**src/rtl/frame_sequencer.sv**
```systemverilog
// rtl/frame_sequencer.sv - header/slot byte sequencer feeding a UART transmitter.
// Define FRAME_CSUM_EN to append an 8-bit sum of the slot bytes to each frame.
module frame_sequencer #(
  parameter int N_CH     = 4,
  parameter int WAIT_MAX = 15
) (
  input  logic       clk,
  input  logic       reset,
  input  logic       frame_req,
  input  logic       tx_busy,
  input  logic [7:0] enc_data,
  output logic       start,
  output logic [3:0] sel,
  output logic       tx_load,
  output logic [7:0] tx_data,
  output logic       busy,
  output logic       frame_done,
  output logic       err
);

  localparam int             CW        = (WAIT_MAX < 2) ? 1 : $clog2(WAIT_MAX);
  localparam logic [CW-1:0]  TO_LAST   = CW'(WAIT_MAX - 1);
  localparam logic [3:0]     LAST_SLOT = 4'(N_CH - 1);

  typedef enum logic [2:0] {
    IDLE, HDR, SLOT, CSUM, WAIT_B, WAIT_I, DONE
  } state_t;

  state_t        state_q, state_d;
  state_t        last_q, last_d;     // byte state that issued the load in flight
  logic [3:0]    sel_q, sel_d;       // doubles as the slot counter
  logic          pend_q, pend_d;
  logic [CW-1:0] cnt_q, cnt_d;
`ifdef FRAME_CSUM_EN
  logic [7:0]    csum_q, csum_d;
`endif

  assign sel = sel_q;

  always_ff @(posedge clk) begin
    if (!reset) begin
      state_q <= IDLE;
      last_q  <= IDLE;
      sel_q   <= 4'd0;
      pend_q  <= 1'b0;
      cnt_q   <= '0;
`ifdef FRAME_CSUM_EN
      csum_q  <= 8'h00;
`endif
    end else begin
      state_q <= state_d;
      last_q  <= last_d;
      sel_q   <= sel_d;
      pend_q  <= pend_d;
      cnt_q   <= cnt_d;
`ifdef FRAME_CSUM_EN
      csum_q  <= csum_d;
`endif
    end
  end

  always_comb begin
    state_d    = state_q;
    last_d     = last_q;
    sel_d      = sel_q;
    pend_d     = pend_q;
    cnt_d      = cnt_q;
`ifdef FRAME_CSUM_EN
    csum_d     = csum_q;
`endif
    start      = 1'b0;
    tx_load    = 1'b0;
    tx_data    = 8'h00;
    frame_done = 1'b0;
    err        = 1'b0;
    busy       = (state_q != IDLE);

    // One-deep request queue; a second request while one is pending is lost.
    if (frame_req && busy) pend_d = 1'b1;

    case (state_q)
      IDLE: begin
        sel_d = 4'd0;
        if (frame_req || pend_q) begin
          state_d = HDR;
          pend_d  = 1'b0;
`ifdef FRAME_CSUM_EN
          csum_d  = 8'h00;
`endif
        end
      end
      HDR: begin
        start = 1'b1;
        if (!tx_busy) begin
          tx_load = 1'b1;
          tx_data = enc_data;
          last_d  = HDR;
          cnt_d   = '0;
          state_d = WAIT_B;
        end
      end
      SLOT: begin
        if (!tx_busy) begin
          tx_load = 1'b1;
          tx_data = enc_data;
          last_d  = SLOT;
          cnt_d   = '0;
          state_d = WAIT_B;
`ifdef FRAME_CSUM_EN
          csum_d  = csum_q + enc_data;
`endif
        end
      end
`ifdef FRAME_CSUM_EN
      CSUM: begin
        if (!tx_busy) begin
          tx_load = 1'b1;
          tx_data = csum_q;
          last_d  = CSUM;
          cnt_d   = '0;
          state_d = WAIT_B;
        end
      end
`endif
      WAIT_B: begin
        if (tx_busy) begin
          state_d = WAIT_I;
        end else if (cnt_q == TO_LAST) begin
          // Transmitter never acknowledged; drop the frame but keep pending.
          err     = 1'b1;
          sel_d   = 4'd0;
          state_d = IDLE;
        end else begin
          cnt_d = cnt_q + 1'b1;
        end
      end
      WAIT_I: begin
        if (!tx_busy) begin
          if (last_q == HDR) begin
            sel_d   = 4'd0;
            state_d = SLOT;
          end else if (last_q == SLOT && sel_q != LAST_SLOT) begin
            sel_d   = sel_q + 4'd1;
            state_d = SLOT;
          end else if (last_q == SLOT) begin
`ifdef FRAME_CSUM_EN
            state_d = CSUM;
`else
            state_d = DONE;
`endif
          end else begin
            state_d = DONE;
          end
        end
      end
      DONE: begin
        frame_done = 1'b1;
        sel_d      = 4'd0;
        state_d    = IDLE;
      end
      default: state_d = IDLE;
    endcase
  end

endmodule

```
**config.mk**
```make
export PLATFORM = sky130hd
export DESIGN_NAME = frame_sequencer
export DESIGN_NICKNAME = d
export VERILOG_FILES = /design/src/rtl/frame_sequencer.sv
export SDC_FILE = /design/constraint.sdc
export NUM_CORES = 1
export LEC_CHECK = 0
export CAP_MARGIN = 30
export CORE_UTILIZATION = 47
export CTS_BUF_LIST = sky130_fd_sc_hd__clkbuf_4 sky130_fd_sc_hd__clkbuf_8
export CTS_CLUSTER_DIAMETER = 120
export DETAILED_ROUTE_END_ITERATION = 12
export PLACE_DENSITY_LB_ADDON = 0.08
export SETUP_SLACK_MARGIN = 0.02
export SLEW_MARGIN = 20
export SYNTH_ARGS = -nofsm -noshare
export SYNTH_HDL_FRONTEND = slang
export SYNTH_SLANG_ARGS = --single-unit
```
**constraint.sdc**
```tcl
create_clock -name clk -period 2.4 [get_ports clk]
set_clock_uncertainty 0.05 [all_clocks]
set_input_delay 0.36 -clock clk [delete_from_list [all_inputs] [get_ports clk]]
set_output_delay 0.36 -clock clk [all_outputs]
set_load 0.05 [all_outputs]
```
==> results.md, run 1 <==
* Status: finished clean
* Hold Slack at 0.444 ns
* Post-synth EDFFs at 0
* Worst Setup Start Kind: flip-flop
* Storage element area at 283 um2
* Die Y at 47.0 um
* Maxcap violations at 0
* Delay of the slowest critical-path stage at 0.50 ns
* Top-area cell type share of the netlist area at 29.5%
* Prevailing post-synth register cell: dfxtp_1
* Vias at 1032
* Syn Std Cell Area at 950 um2
* CP Class: reg -> out
* R2R Path End: sel[0]
* Placed Area at 0.00134 mm2
* Die ar. at 0.00220 mm2
* CP endpoint: tx_data[5]
* Peak VDD IR at 0.331 mV
* GRT Residual Overflow at 0
* Area growth, synth to finish at 44.4%
* Final Cell Area at 0.00137 mm2
* Worst Tran Pin Value at 0.494 ns
* CP Max Fanout at 17
* HP Class: reg -> reg
* Rows at 15
* Root buf cell: clkbuf_4
* CP bufs+invs at 2
* Final setup viols at 0
* Setup TNS at 0 ns
* Final Util at 76.1%
* Final hold vios at 0
* Clock tree buffer depth at 2
* Ant. Diodes at 0
* Reg2reg start: state_q[2]
* Drt wl/cell at 14.4 um
* R2R cell count at 4
* CTS Sinks at 14
* Power share of the sequential group at 37.0%
* Switching power at 294 uW
* Critical Path AT at 1.88 ns
* Via/cell ratio at 6.07
* CP delay by family, top: flip-flops
* Register bit total from synthesis at 14
* RSZ-0062 raised after global routing: false
* Number of remaining DRC errors at 0
* Die width at 47.0 um
* Synthesized instance count at 119
* Minimum clock period at 2.29 ns
* Clk pwr share at 18.4%
* Total power draw at 744 uW
* Final nets at 162
* CP max-delay cell: dfxtp_2
* Yosys top cell by area: dfxtp_1
* Sw Share at 39.5%
* Layout cells sized above 1 at 17.9%
* Initial Util at 52.7%
* Postcts setup bufs at 0
* Normalized max-slew margin at 66.9%
* Post-synth ARST share at 0%
* Max Transition Viols Final at 0
* Maximum clock frequency at 437 MHz
* WP depth at 5
* DP HPWL at 1750 um
* Post-Route WL at 2460 um
* Final RePlAce weighted congestion at 0.832
* Area of the multi-input gates at 613 um2
* Num CTS Buffers at 3
* Io pins at 29
* LEAKAGE at 0.514 nW
* Post-DRT Antenna Nets at 0
* Ys Warns at 0
* Initial antenna violation count at 0
* Clock tree from TritonCTS: built
* Hold_buf cts at 0
* Cell area power density at 543 mW/mm2
* Synth top area cells: dfxtp_1 30%, and2_1 5.9%, nor3b_1 4.7%
* Detailed Route Iter0 Violations at 21
* Reg2reg setup slack at 0.47 ns
* Clk_lat worst skew at 0.28 ns
* Critical Path RT at 1.99 ns
* First-pass GRT wire length at 3920 um
* Global Route Usage Sum at 24.9%
* Int Pwr at 450 uW
* Sequential share of the synthesized area at 29.5%
* Syn avg cell area at 7.98 um2
* Worst-path clk slew at 0.09 ns
* Logic pwr share at 44.6%
* Cells along the critical path: xor2_1, nor3b_1, buf_4, and2_1, buf_12
* Vias in the first global route at 950
* Core ar. at 0.00180 mm2
* Number of distinct library cells after synthesis at 43
* Fin crit share at 95.4%
* Post-Syn Nets at 134
* Fill cells at 145
* DRT Pass-1 Iters at 4
* H-tree lvl count at 1
* CP Launch Point: state_q[1]
* Worst Setup End Kind: primary output
* Maximum number of pins on one net before global-route repair at 18
* I/O Buffers at 28
logic make-up (layout without fill, tap and decap cells):
logic type	count (synthesis)	after routing	share of synthesized area, %
and+or+nand+nor	57	57	35.7
AOI/OAI and AO/OA	28	28	21.2
DFF	14	14	29.5
buffers and inverters	14	40	6.59
adders and majority gates	3	3	3.95
xor gates and xnor gates	2	2	1.84
muxes	1	1	1.19
cells in the mapped netlist, types with 2 or more instances:
library cell / n
dfxtp_1: 14
and2_1: 9
nor2_1: 8
nand4_1: 4
a32o_1: 2
inv_1: 5
nand2b_1: 5
or4_1: 2
o2111ai_1: 2
ha_1: 3
buf_2: 2
a31oi_1: 2
a21oi_1: 6
nand3_1: 5
xor2_1: 2
a221oi_1: 2
o21ai_0: 4
nor3_1: 5
o31ai_1: 2
nor3b_1: 6
clkbuf_1: 5
nand2_1: 3
per-layer routing:
metal / GRT usage, % / up-vias / wire, um
met5: 0 / - / 0
met4: 11.4 / 0 / 31
met3: 6.15 / 6 / 180
met2: 43.1 / 45 / 1190
met1: 28.9 / 487 / 1050
li1: - / 494 / -
layout by cell type, fill, tap and decap left out, types with 2 or more instances in the layout:
cell	instances
clkdlybuf4s50_1	15
dfxtp_1	12
buf_12	10
and2_1	9
nor2_1	8
buf_4	7
nor3b_1	6
a21oi_1	6
nand2b_1	5
inv_1	5
nand3_1	5
nor3_1	5
o21ai_0	4
nand4_1	4
nand2_1	3
ha_1	3
clkbuf_4	3
xor2_1	2
o31ai_1	2
or4_1	2
a31oi_1	2
o2111ai_1	2
a221oi_1	2
a32o_1	2
dfxtp_2	2
worst min-delay path by stage:
stage	from	endpoint	slack, ns	cells past startpoint
after floorplan	last_q[1]	last_q[1]	0.40	2
after global placement	last_q[1]	last_q[1]	0.42	2
after detailed placement	last_q[1]	last_q[1]	0.43	2
after CTS	last_q[1]	last_q[1]	0.44	2
after global routing	last_q[1]	last_q[1]	0.47	2
final	last_q[1]	last_q[1]	0.44	2
power groups by stage:
stage	sequential [mW]	combinational, mW	clock, mW
detailed placement	0.279	0.327	0
finish	0.275	0.332	0.137
CTS	0.273	0.330	0.135
floorplan	0.262	0.225	0
global placement	0.278	0.319	0
global route	0.278	0.361	0.148
layout make-up:
cell class / count / area share, %
multi-input combinational: 91 / 44.7
sequential: 14 / 20.6
tap: 25 / 2.28
timing repair buffer: 32 / 29.4
clock buffer: 3 / 1.64
inverter: 5 / 1.37
flip-flops by register name (all words and copies together) (netlist names):
signal	cells
state_q	3
last_q	2
sel	4
cnt_q	4
pend_q	1
through the flow:
step / setup WS (ns) / instances
2_1_floorplan: 0.185 / 119
3_3_place_gp: 0.209 / 167
3_5_place_dp: 0.140 / 167
4_1_cts: 0.119 / 170
5_1_grt: 0.0268 / 170
6_report: 0.111 / 170
worst reg2reg max path: stages (launching register included):
cell and delay [ns]:
dfxtp_1 0.57, or3b_4 0.43, o211a_2 0.16, or4_1 0.52, a21oi_1 0.15
repair_timing:
item                       CTS  global route
setup endpoints to repair    1             8
pin swaps                    0             0
resized for setup            1             2
Note: power is estimated with default switching activity, not from simulation.
==> run 2: changes to the inputs <==
==> constraint.sdc (replaced) <==
create_clock -name clk -period 2.65 [get_ports clk]
set_clock_uncertainty 0.05 [all_clocks]
set_input_delay 0.3975 -clock clk [delete_from_list [all_inputs] [get_ports clk]]
set_output_delay 0.3975 -clock clk [all_outputs]
set_load 0.05 [all_outputs]
==> results.md, run 2 (same netlist as run 1, synthesis figures left out) <==
* DP HPWL at 1830 um (was 1750 um)
* H-tree lvl count at 1 (unchanged)
* Clk_lat worst skew at 0.29 ns (was 0.28 ns)
* HP Class: reg -> reg (unchanged)
* Maxcap violations at 0 (unchanged)
* Global Route Usage Sum at 25.2% (was 24.9%)
* RSZ-0062 raised after global routing: false (unchanged)
* Normalized max-slew margin at 61.7% (was 66.9%)
* Layout cells sized above 1 at 13.8% (was 17.9%)
* Post-Route WL at 2410 um (was 2460 um)
* Area growth, synth to finish at 44.9% (was 44.4%)
* Maximum clock frequency at 401 MHz
* Final Cell Area at 0.00138 mm2 (was 0.00137 mm2)
* Ant. Diodes at 0 (unchanged)
* Cell area power density at 512 mW/mm2 (was 543 mW/mm2)
* Final RePlAce weighted congestion at 0.776 (was 0.832)
* Root buf cell: clkbuf_4 (unchanged)
* Placed Area at 0.00134 mm2 (unchanged)
* Worst Tran Pin Value at 0.574 ns (was 0.494 ns)
* Core ar. at 0.00180 mm2 (unchanged)
* Rows at 15 (unchanged)
* Drt wl/cell at 14.2 um (was 14.4 um)
* Initial antenna violation count at 0 (unchanged)
* Vias at 986 (was 1032)
* Worst-path clk slew at 0.09 ns (about the same)
* Number of remaining DRC errors at 0 (unchanged)
* Critical Path AT at 2.05 ns (was 1.88 ns)
* Final setup viols at 0 (unchanged)
* LEAKAGE at 0.510 nW (was 0.514 nW)
* First-pass GRT wire length at 3800 um (was 3920 um)
* Die ar. at 0.00220 mm2 (unchanged)
* Initial Util at 52.7% (unchanged)
* Post-DRT Antenna Nets at 0 (unchanged)
* Clock tree buffer depth at 2 (unchanged)
* Met3 global-route usage at 9.62% (was 6.15%)
* Met2 usage at 46.1% (was 43.1%)
* Via/cell ratio at 5.80 (was 6.07)
* Setup TNS at 0 ns (unchanged)
* Fin crit share at 94.2%
* Worst Setup Start Kind: flip-flop (unchanged)
* Die Y at 47.0 um (unchanged)
* Most frequent cells in the layout: 18 x clkdlybuf4s50_1, 14 x dfxtp_1, 10 x buf_12 (was 15 x clkdlybuf4s50_1, 12 x dfxtp_1, 10 x buf_12)
* CP Class: reg -> out (unchanged)
* Postcts setup bufs at 0 (unchanged)
* Die width at 47.0 um (unchanged)
* Peak VDD IR at 0.372 mV (was 0.331 mV)
* Global Route met1 Usage at 27.7% (was 28.9%)
* Critical Path RT at 2.20 ns (was 1.99 ns)
* Io pins at 29 (unchanged)
* Num CTS Buffers at 3 (unchanged)
* Status: finished clean (unchanged)
* Final hold vios at 0 (unchanged)
* Max Transition Viols Final at 0 (unchanged)
* Worst Setup End Kind: primary output (unchanged)
* Detailed Route Iter0 Violations at 45 (was 21)
* GRT Residual Overflow at 0 (unchanged)
* Commonest non-fill, non-tap cell in the layout: clkdlybuf4s50_1 (unchanged)
* DRT Pass-1 Iters at 5 (was 4)
* Maximum number of pins on one net before global-route repair at 19 (was 18)
* CP Max Fanout at 18 (was 17)
* I/O Buffers at 28 (unchanged)
* CTS Sinks at 14 (unchanged)
* Busiest layer in global routing: met2 (unchanged)
* CTS-repair resized insts at 0 (was 1)
* Final nets at 161 (was 162)
* Hold_buf cts at 0 (unchanged)
* Clock tree from TritonCTS: built (unchanged)
* Vias in the first global route at 894 (was 950)
* Minimum clock period at 2.50 ns
run 2: path summary, 6_finish.rpt:
check	startpoint	slack, ns	cells after the start	to
max	state_q[0]	0.15	3	start
min	last_q[1]	0.45	2	last_q[1]
max reg2reg	state_q[1]	0.69	4	sel[0]
min reg2reg	last_q[1]	0.45	2	last_q[1]
run 2: critical path, cell delays in order, from the launching register on:
cell	delay, ns
dfxtp_1	0.69
nand2b_1	0.14
nor2_1	0.11
clkdlybuf4s50_1	0.80
run 2: stage by stage:
step | hold slack [ns] | worst slack, ns | total power, mW | cells | util [%]
final | 0.447 | 0.153 | 0.705 | 170 | 76.4
after global routing | 0.487 | 0.0363 | 0.737 | 170 | 76.4
after CTS | 0.447 | 0.160 | 0.704 | 170 | 76.4
after detailed placement | 0.433 | 0.367 | 0.547 | 166 | 74.4
after global placement | 0.422 | 0.427 | 0.538 | 166 | 74.4
after floorplan | 0.405 | 0.134 | 0.441 | 119 | -
run 2: layout make-up:
type / instances / area [um2]
multi-input combinational: 91 / 607
clock buffer: 4 / 36.3
inverter: 5 / 18.8
tap: 25 / 31.3
fill: 148 / 425
sequential: 14 / 280
timing repair buffer: 31 / 403
run 2: per-layer routing:
layer,part of all wire [%],routed length (um),vias to the layer above
li1,-,-,500
met1,42,1010,436
met2,49,1190,45
met3,7.7,186,5
met4,1.3,32,0
met5,0,0,-
run 2: report_power, final:
group          leakage, nW  switching [mW]  internal (mW)
logic                0.375           0.167          0.129
registers            0.114          0.0255          0.224
clock network       0.0210          0.0750         0.0839
==> run 3: changes to the inputs <==
--- a/config.mk
+++ b/config.mk
@@ -10,6 +10,7 @@
 export CTS_BUF_LIST = sky130_fd_sc_hd__clkbuf_4 sky130_fd_sc_hd__clkbuf_8
 export CTS_CLUSTER_DIAMETER = 120
 export DETAILED_ROUTE_END_ITERATION = 12
+export GPL_TIMING_DRIVEN = 0
 export PLACE_DENSITY_LB_ADDON = 0.08
 export SETUP_SLACK_MARGIN = 0.02
 export SLEW_MARGIN = 20
==> results.md, run 3 (same netlist as run 1, synthesis figures left out) <==
* HP Class: reg -> reg (unchanged)
* Clock tree buffer depth at 2 (unchanged)
* Maximum clock frequency at 386 MHz (was 401 MHz)
* Final Util at 72.9% (was 76.4%)
* Maximum number of pins on one net before global-route repair at 11 (was 19)
* Routed length on met3 at 157 um (was 186 um)
* R2R cell count at 5 (was 4)
* Most frequent cells in the layout: 16 x clkdlybuf4s50_1, 14 x dfxtp_1, 9 x and2_1, 9 x clkdlybuf4s15_2, 8 x nor2_1 (was 18 x clkdlybuf4s50_1, 14 x dfxtp_1, 10 x buf_12)
* Die ar. at 0.00220 mm2 (unchanged)
* Clk_lat worst skew at 0.28 ns (was 0.29 ns)
* CP Launch Point: state_q[0] (unchanged)
* Cell count of the worst hold path at 2 (unchanged)
* Num CTS Buffers at 3 (unchanged)
* Commonest non-fill, non-tap cell in the layout: clkdlybuf4s50_1 (unchanged)
* Ant. Diodes at 0 (unchanged)
* Normalized max-slew margin at 66.8% (was 61.7%)
* LEAKAGE at 0.489 nW (was 0.510 nW)
* Cell area power density at 520 mW/mm2 (was 512 mW/mm2)
* Initial antenna violation count at 0 (unchanged)
* Via/cell ratio at 5.91 (was 5.80)
* CP Class: reg -> out (unchanged)
* Postcts setup bufs at 0 (unchanged)
* Worst Setup End Kind: primary output (unchanged)
* DP HPWL at 1800 um (was 1830 um)
* Max Transition Viols Final at 0 (unchanged)
* Hold_buf cts at 0 (unchanged)
* Layout cells sized above 1 at 15.2% (was 13.8%)
* Met2 wire len at 1180 um (was 1190 um)
* Global Route Usage Sum at 23.1% (was 25.2%)
* DR top layer: met4 (unchanged)
* Setup TNS at 0 ns (unchanged)
* Final hold vios at 0 (unchanged)
* GRT Residual Overflow at 0 (unchanged)
* Critical Path RT at 2.20 ns (about the same)
* Worst Setup Start Kind: flip-flop (unchanged)
* Worst hold endpoint: last_q[1] (unchanged)
* Io pins at 29 (unchanged)
* CTS Sinks at 14 (unchanged)
* R2R Path End: sel[2] (was sel[0])
* M1 WL at 1060 um (was 1010 um)
* Worst-path clk slew at 0.10 ns (was 0.09 ns)
* Fin crit share at 97.9% (was 94.2%)
* Post-Route WL at 2410 um (about the same)
* Post-DRT Antenna Nets at 0 (unchanged)
* Clock tree from TritonCTS: built (unchanged)
* Final nets at 167 (was 161)
* Minimum clock period at 2.59 ns (was 2.50 ns)
* Reg2reg start: state_q[2] (was state_q[1])
* Die width at 47.0 um (unchanged)
* I/O Buffers at 28 (unchanged)
* Hold Path Origin: last_q[1] (unchanged)
* Area growth, synth to finish at 38.3% (was 44.9%)
* Vias at 1040 (was 986)
* Root buf cell: clkbuf_4 (unchanged)
* Critical Path AT at 2.15 ns (was 2.05 ns)
* Peak VDD IR at 0.386 mV (was 0.372 mV)
* RSZ-0062 raised after global routing: true (was false)
* Final setup viols at 0 (unchanged)
* Vias in the first global route at 898 (was 894)
* Status: finished clean (unchanged)
* Worst Tran Pin Value at 0.496 ns (was 0.574 ns)
* Final RePlAce weighted congestion at 0.843 (was 0.776)
* Initial Util at 52.7% (unchanged)
* Rows at 15 (unchanged)
* First-pass GRT wire length at 3710 um (was 3800 um)
* DRT Pass-1 Iters at 4 (was 5)
* Die Y at 47.0 um (unchanged)
* Reg2reg setup slack at 0.67 ns (was 0.69 ns)
* Core ar. at 0.00180 mm2 (unchanged)
* Maxcap violations at 0 (unchanged)
* Drt wl/cell at 13.7 um (was 14.2 um)
* Detailed Route Iter0 Violations at 22 (was 45)
* CP Max Fanout at 10 (was 18)
* Number of remaining DRC errors at 0 (unchanged)
* H-tree lvl count at 1 (unchanged)
## run 3: per-layer routing
metal	vias to the layer above	global-route usage [%]
li1	510	-
met1	489	30.2
met2	39	39.7
met3	2	5.77
met4	0	2.29
met5	-	0
## run 3: repair_timing
item / 4_1_cts / 5_1_grt
setup endpoints to repair: 12 / 10
resized for setup: 32 / 4
cloned: 0 / 0
## run 3: worst max path at each step
stage / endpoint / depth (start not counted)
after global routing: err / 5
after floorplan: tx_data[0] / 5
after global placement: err / 5
after CTS: tx_load / 5
after detailed placement: tx_data[0] / 5
final: tx_data[0] / 6
## run 3: layout make-up
| cell class | instances | area [um2] |
|---|---|---|
| multi-input combinational | 91 | 618 |
| buffer | 9 | 45.0 |
| fill | 135 | 488 |
| inverter | 5 | 18.8 |
| tap | 25 | 31.3 |
| timing repair buffer | 28 | 284 |
| sequential | 14 | 280 |
| clock buffer | 4 | 36.3 |
## run 3: report_power, final
group / internal [mW] / leakage [nW] / switching (mW)
Combinational: 0.106 / 0.354 / 0.185
Clock: 0.0836 / 0.0210 / 0.0763
Sequential: 0.224 / 0.114 / 0.00752
## run 3: critical path, cell delays in order, from the launching register on
cell             delay, ns
dfxtp_1               0.31
buf_2                 0.20
xor2_1                0.22
nor3b_2               0.36
clkbuf_2              0.25
and2_1                0.15
clkdlybuf4s15_2       0.37
## run 3: stage by stage
step | hold WS [ns] | std cells | total power, mW | setup slack (ns) | instance area, um2
floorplan | 0.405 | 119 | 0.441 | 0.134 | 950
global placement | 0.421 | 172 | 0.519 | -0.390 | 1260
detailed placement | 0.438 | 172 | 0.526 | -0.458 | 1260
CTS | 0.450 | 176 | 0.678 | 0.0375 | 1320
global route | 0.484 | 176 | 0.715 | -0.0350 | 1310
finish | 0.445 | 176 | 0.683 | 0.0567 | 1310
